[src/rtl/hog_gradient.sv]
// HOG gradient stage: 3x3 kernel -> L1 magnitude and 9-bin (20 deg) unsigned orientation.
// Optional build macro HOG_GRAD_BORDER_DROP_EN: drop border kernels instead of flagging them.
module hog_gradient #(
  parameter int PIXEL_WIDTH  = 8,
  parameter int KERNEL_WIDTH = 9*PIXEL_WIDTH,
  parameter int MAG_WIDTH    = PIXEL_WIDTH+1
) (
  input  logic                    clk,
  input  logic                    rst,
  input  logic                    k_valid,
  output logic                    k_ready,
  input  logic [KERNEL_WIDTH-1:0] kernel,
  input  logic                    k_border,
  output logic                    g_valid,
  input  logic                    g_ready,
  output logic [MAG_WIDTH-1:0]    g_mag,
  output logic [3:0]              g_bin,
  output logic                    g_border
);

  localparam int PW = PIXEL_WIDTH;
  localparam int DW = PIXEL_WIDTH + 1;
  localparam int CW = PIXEL_WIDTH + 13;
  localparam logic [12:0] THR [4] = '{13'd373, 13'd859, 13'd1774, 13'd5807};

  logic adv;
  assign adv     = !g_valid || g_ready;
  assign k_ready = adv;

  logic valid_in, border_in;
`ifdef HOG_GRAD_BORDER_DROP_EN
  assign valid_in  = k_valid && !k_border;
  assign border_in = 1'b0;
`else
  assign valid_in  = k_valid;
  assign border_in = k_border;
`endif

  // S1: center differences, fold into upper half-plane, absolute values
  logic [PW-1:0] p01, p10, p12, p21;
  assign p01 = kernel[1*PW +: PW];
  assign p10 = kernel[3*PW +: PW];
  assign p12 = kernel[5*PW +: PW];
  assign p21 = kernel[7*PW +: PW];

  logic [DW-1:0] gx, gy, gx_abs, gy_abs;
  logic          gx_neg_c, gy_zero_c;
  assign gx     = {1'b0, p12} - {1'b0, p10};
  assign gy     = {1'b0, p21} - {1'b0, p01};
  assign gx_abs = gx[DW-1] ? (~gx + 1'b1) : gx;
  assign gy_abs = gy[DW-1] ? (~gy + 1'b1) : gy;
  // Folding negates gx when gy < 0, so only the post-fold sign is kept.
  assign gx_neg_c  = gy[DW-1] ? (!gx[DW-1] && (gx != '0)) : gx[DW-1];
  assign gy_zero_c = (gy == '0);

  logic          v1, b1, neg1, yz1;
  logic [PW-1:0] ax1, ay1;

  always_ff @(posedge clk or negedge rst) begin
    if (!rst) begin
      v1 <= 1'b0; b1 <= 1'b0; neg1 <= 1'b0; yz1 <= 1'b0;
      ax1 <= '0; ay1 <= '0;
    end else if (adv) begin
      v1   <= valid_in;
      b1   <= border_in;
      neg1 <= gx_neg_c;
      yz1  <= gy_zero_c;
      ax1  <= gx_abs[PW-1:0];
      ay1  <= gy_abs[PW-1:0];
    end
  end

  // S2: count tangent thresholds met, |gy|*1024 >= |gx|*T
  logic [CW-1:0] lhs, ax_ext;
  logic [2:0]    k_c;
  assign lhs    = {{(CW-PW-10){1'b0}}, ay1, 10'd0};
  assign ax_ext = {{(CW-PW){1'b0}}, ax1};

  always_comb begin
    k_c = 3'd0;
    for (int i = 0; i < 4; i++) begin
      if (lhs >= ax_ext * CW'(THR[i])) k_c = k_c + 3'd1;
    end
  end

  logic          v2, b2, neg2, yz2;
  logic [PW-1:0] ax2, ay2;
  logic [2:0]    k2;

  always_ff @(posedge clk or negedge rst) begin
    if (!rst) begin
      v2 <= 1'b0; b2 <= 1'b0; neg2 <= 1'b0; yz2 <= 1'b0;
      ax2 <= '0; ay2 <= '0; k2 <= '0;
    end else if (adv) begin
      v2   <= v1;
      b2   <= b1;
      neg2 <= neg1;
      yz2  <= yz1;
      ax2  <= ax1;
      ay2  <= ay1;
      k2   <= k_c;
    end
  end

  // S3: bin encode, magnitude, output register
  logic [MAG_WIDTH-1:0] mag_c;
  logic [3:0]           bin_c;

  always_comb begin
    mag_c = MAG_WIDTH'(ax2) + MAG_WIDTH'(ay2);
    if (yz2)       bin_c = 4'd0;
    else if (neg2) bin_c = 4'd8 - {1'b0, k2};
    else           bin_c = {1'b0, k2};
    if (b2) begin
      mag_c = '0;
      bin_c = 4'd0;
    end
  end

  always_ff @(posedge clk or negedge rst) begin
    if (!rst) begin
      g_valid  <= 1'b0;
      g_mag    <= '0;
      g_bin    <= 4'd0;
      g_border <= 1'b0;
    end else if (adv) begin
      g_valid  <= v2;
      g_mag    <= mag_c;
      g_bin    <= bin_c;
      g_border <= b2;
    end
  end

endmodule
[config.mk]
export PLATFORM = sky130hd
export DESIGN_NAME = hog_gradient
export DESIGN_NICKNAME = d
export VERILOG_FILES = /design/src/rtl/hog_gradient.sv
export SDC_FILE = /design/constraint.sdc
export NUM_CORES = 1
export LEC_CHECK = 0
export ABC_AREA = 0
export CAP_MARGIN = 20
export CORE_ASPECT_RATIO = 1.1
export CORE_MARGIN = 4
export CORE_UTILIZATION = 65
export DETAILED_ROUTE_END_ITERATION = 10
export HOLD_SLACK_MARGIN = 0.08
export PLACE_DENSITY = 0.89
export SYNTH_ARGS = -nofsm -noshare
export SYNTH_HDL_FRONTEND = slang
export SYNTH_SLANG_ARGS = --single-unit
[constraint.sdc]
create_clock -name clk -period 14.7 [get_ports clk]
set_clock_uncertainty 0.15 [all_clocks]
set_input_delay 4.41 -clock clk [delete_from_list [all_inputs] [get_ports clk]]
set_output_delay 4.41 -clock clk [all_outputs]
set_load 0.05 [all_outputs]
==> impl_metrics.json <==
{
  "status": "complete, no violations",
  "gp_congestion": 1.01,
  "grt_pass1_wl_um": 43100,
  "synth_area_um2": 10400,
  "cts_made_buffers": 9,
  "fin_area_um2": 11400,
  "diodes": 0,
  "synth.top_cell.area_share_pct": 24.6,
  "cts_tree": "yes",
  "report.final.slew_viol_count": 0,
  "cts_buffer_depth": 2,
  "period_share_pct": 77.9,
  "synth_nets": 1531,
  "area_delta_synth_final_pct": 10.2,
  "num_rows": 48,
  "final_hold_viol_count": 0,
  "cts-hold-fix-buffers": 0,
  "grt-ovfl-total": 0,
  "drt_wl_total_um": 26100,
  "detail-route-antenna-nets": 0,
  "viasPerCell": 6.22,
  "core-area_um2": 15700,
  "numPortBuffers": 52,
  "synth_top_area_cell": "ha_1",
  "rsz0062_at_grt": "no",
  "crit_type": "in2out",
  "fmax_mhz": 87.3,
  "ios": 93,
  "drc": 0,
  "pre_cts_ws_ps": 3280,
  "start_util_pct": 66.2,
  "h-tree-depth": 3,
  "placed_cell_area_um2": 11100,
  "critPathRequiredTime_ps": 10140,
  "endpoint_kind": "output pin",
  "synthFlopType": "dfrtp_1",
  "post_cts_buffers": 0,
  "final_nets": 1581,
  "synth_edf_count": 0,
  "clk_pin_slew_ps": 60,
  "async_flop_share_pct": 100,
  "yosysMostFrequentCell": "inv_1",
  "avgSynthCellArea_um2": 9.00,
  "fill_cells": 1069,
  "grt_pass1_vias": 8950,
  "seq_area_frac_synth_pct": 14.0,
  "num_vias": 8757,
  "holdCritPathClass": "reg2reg",
  "clkLatencyLatePin_ps": 320,
  "yosys_warnings": 0,
  "drt_first_iter_violations": 596,
  "antenna_found_initial": 0,
  "arrival_ps": 6900,
  "cts_resized": 0,
  "drv_cap": 0,
  "ys_ff_latch": 58,
  "syn_inst": 1154,
  "setup_viol": 0,
  "die-area_um2": 18100,
  "dp_hpwl_um": 20400,
  "drive_above_1_share_pct": 3.06,
  "synth_common_cells": "208 x inv_1, 204 x ha_1, 96 x fa_1",
  "path_max_fanout": 61,
  "fin_ws_ps": 3240,
  "fin_crit_ps": 11460,
  "wl_per_cell_um": 18.5,
  "worstMarginPinSlew_ps": 1110,
  "slew_headroom_pct": 24.8,
  "start_kind": "input pin",
  "grt_max_degree": 62,
  "dieHeight_um": 141,
  "grt_usage_pct": 29.7,
  "firstDrtPassIters": 5,
  "clockRootBuffer": "clkbuf_16",
  "die_x_um": 129,
  "finalSetupTns_ps": 0,
  "ys_types": 76,
  "synth_area_leaders": "ha_1 25%, fa_1 19%, dfrtp_1 14%, inv_1 7.5%, nand2_1 3.4%",
  "clock-sinks": 58
}
-- layout make-up --
cell class | count | area [um2] | area share (%)
Multi-Input combinational cell | 872 | 8080 | 70.6
Sequential cell | 58 | 1450 | 12.7
Inverter | 209 | 785 | 6.86
Timing Repair Buffer | 54 | 531 | 4.64
Tap cell | 200 | 250 | 2.19
Clock buffer | 9 | 225 | 1.97
Clock inverter | 7 | 125 | 1.09
-- cell usage in the layout, fill, tap and decap left out, drive strengths merged, types with 36 or more instances in the layout --
cell type,count
nand2,93
inv,211
fa,96
xnor2,36
ha,204
a21oi,60
nor2,46
clkdlybuf4s50,51
o21ai,47
dfrtp,58
-- registers in the layout (all words and copies together) (netlist names), 3 cells and up --
register and cells:
g_bin 4, k2 3, ay2 8, ax2 8, ax1 8, ay1 8, g_mag 9
-- final timing paths --
check / startpoint / to / slack, ps / depth (start not counted)
setup reg to reg: ax1[6]$_DFFE_PN0P_ / k2[1]$_DFFE_PN0P_ / 6410 / 30
setup / recovery: g_ready / k_ready / 3240 / 5
hold reg to reg: g_mag[1]$_DFFE_PN0P_ / g_mag[1]$_DFFE_PN0P_ / 310 / 2
min in group asynchronous: rst / b2$_DFFE_PN0P_ / 4080 / 2
hold / removal: g_mag[1]$_DFFE_PN0P_ / g_mag[1]$_DFFE_PN0P_ / 310 / 2
max in group asynchronous: rst / ay1[0]$_DFFE_PN0P_ / 9840 / 2
-- worst max-delay path: stages --
cell             delay (ps)
clkdlybuf4s50_1         510
nor2b_4                  50
buf_4                   300
inv_2                   670
clkdlybuf4s50_1         940
-- metal layers --
layer  part of all wire (%)  GRT usage (%)  vias to the layer above
met2                     49           50.5                      374
met3                    6.7           3.59                       95
met5                      0              0                        -
li1                       -              -                     4070
met4                    5.7           14.0                        0
met1                     39           37.4                     4218
-- logic make-up (layout without fill, tap and decap cells) --
kind of cell	count (synthesis)	in the layout	share of synthesized area (%)
flops	58	58	14.0
buf+inv	224	279	8.33
mux	2	2	0.193
fa+ha+maj	300	300	43.1
xor+xnor	61	61	5.28
compound gates	256	256	17.1
simple gates	253	253	12.0
-- metrics by stage --
stage	util [%]	cells	hold WS, ps
floorplan	-	1154	280
global placement	70.8	1393	292
detailed placement	70.8	1393	298
CTS	73.0	1409	319
global route	73.0	1409	348
finish	73.0	1409	312
Power is left out: the tool's default activity adds up to more than one toggle a clock period on the data nets, which glitch-free logic cannot reach.
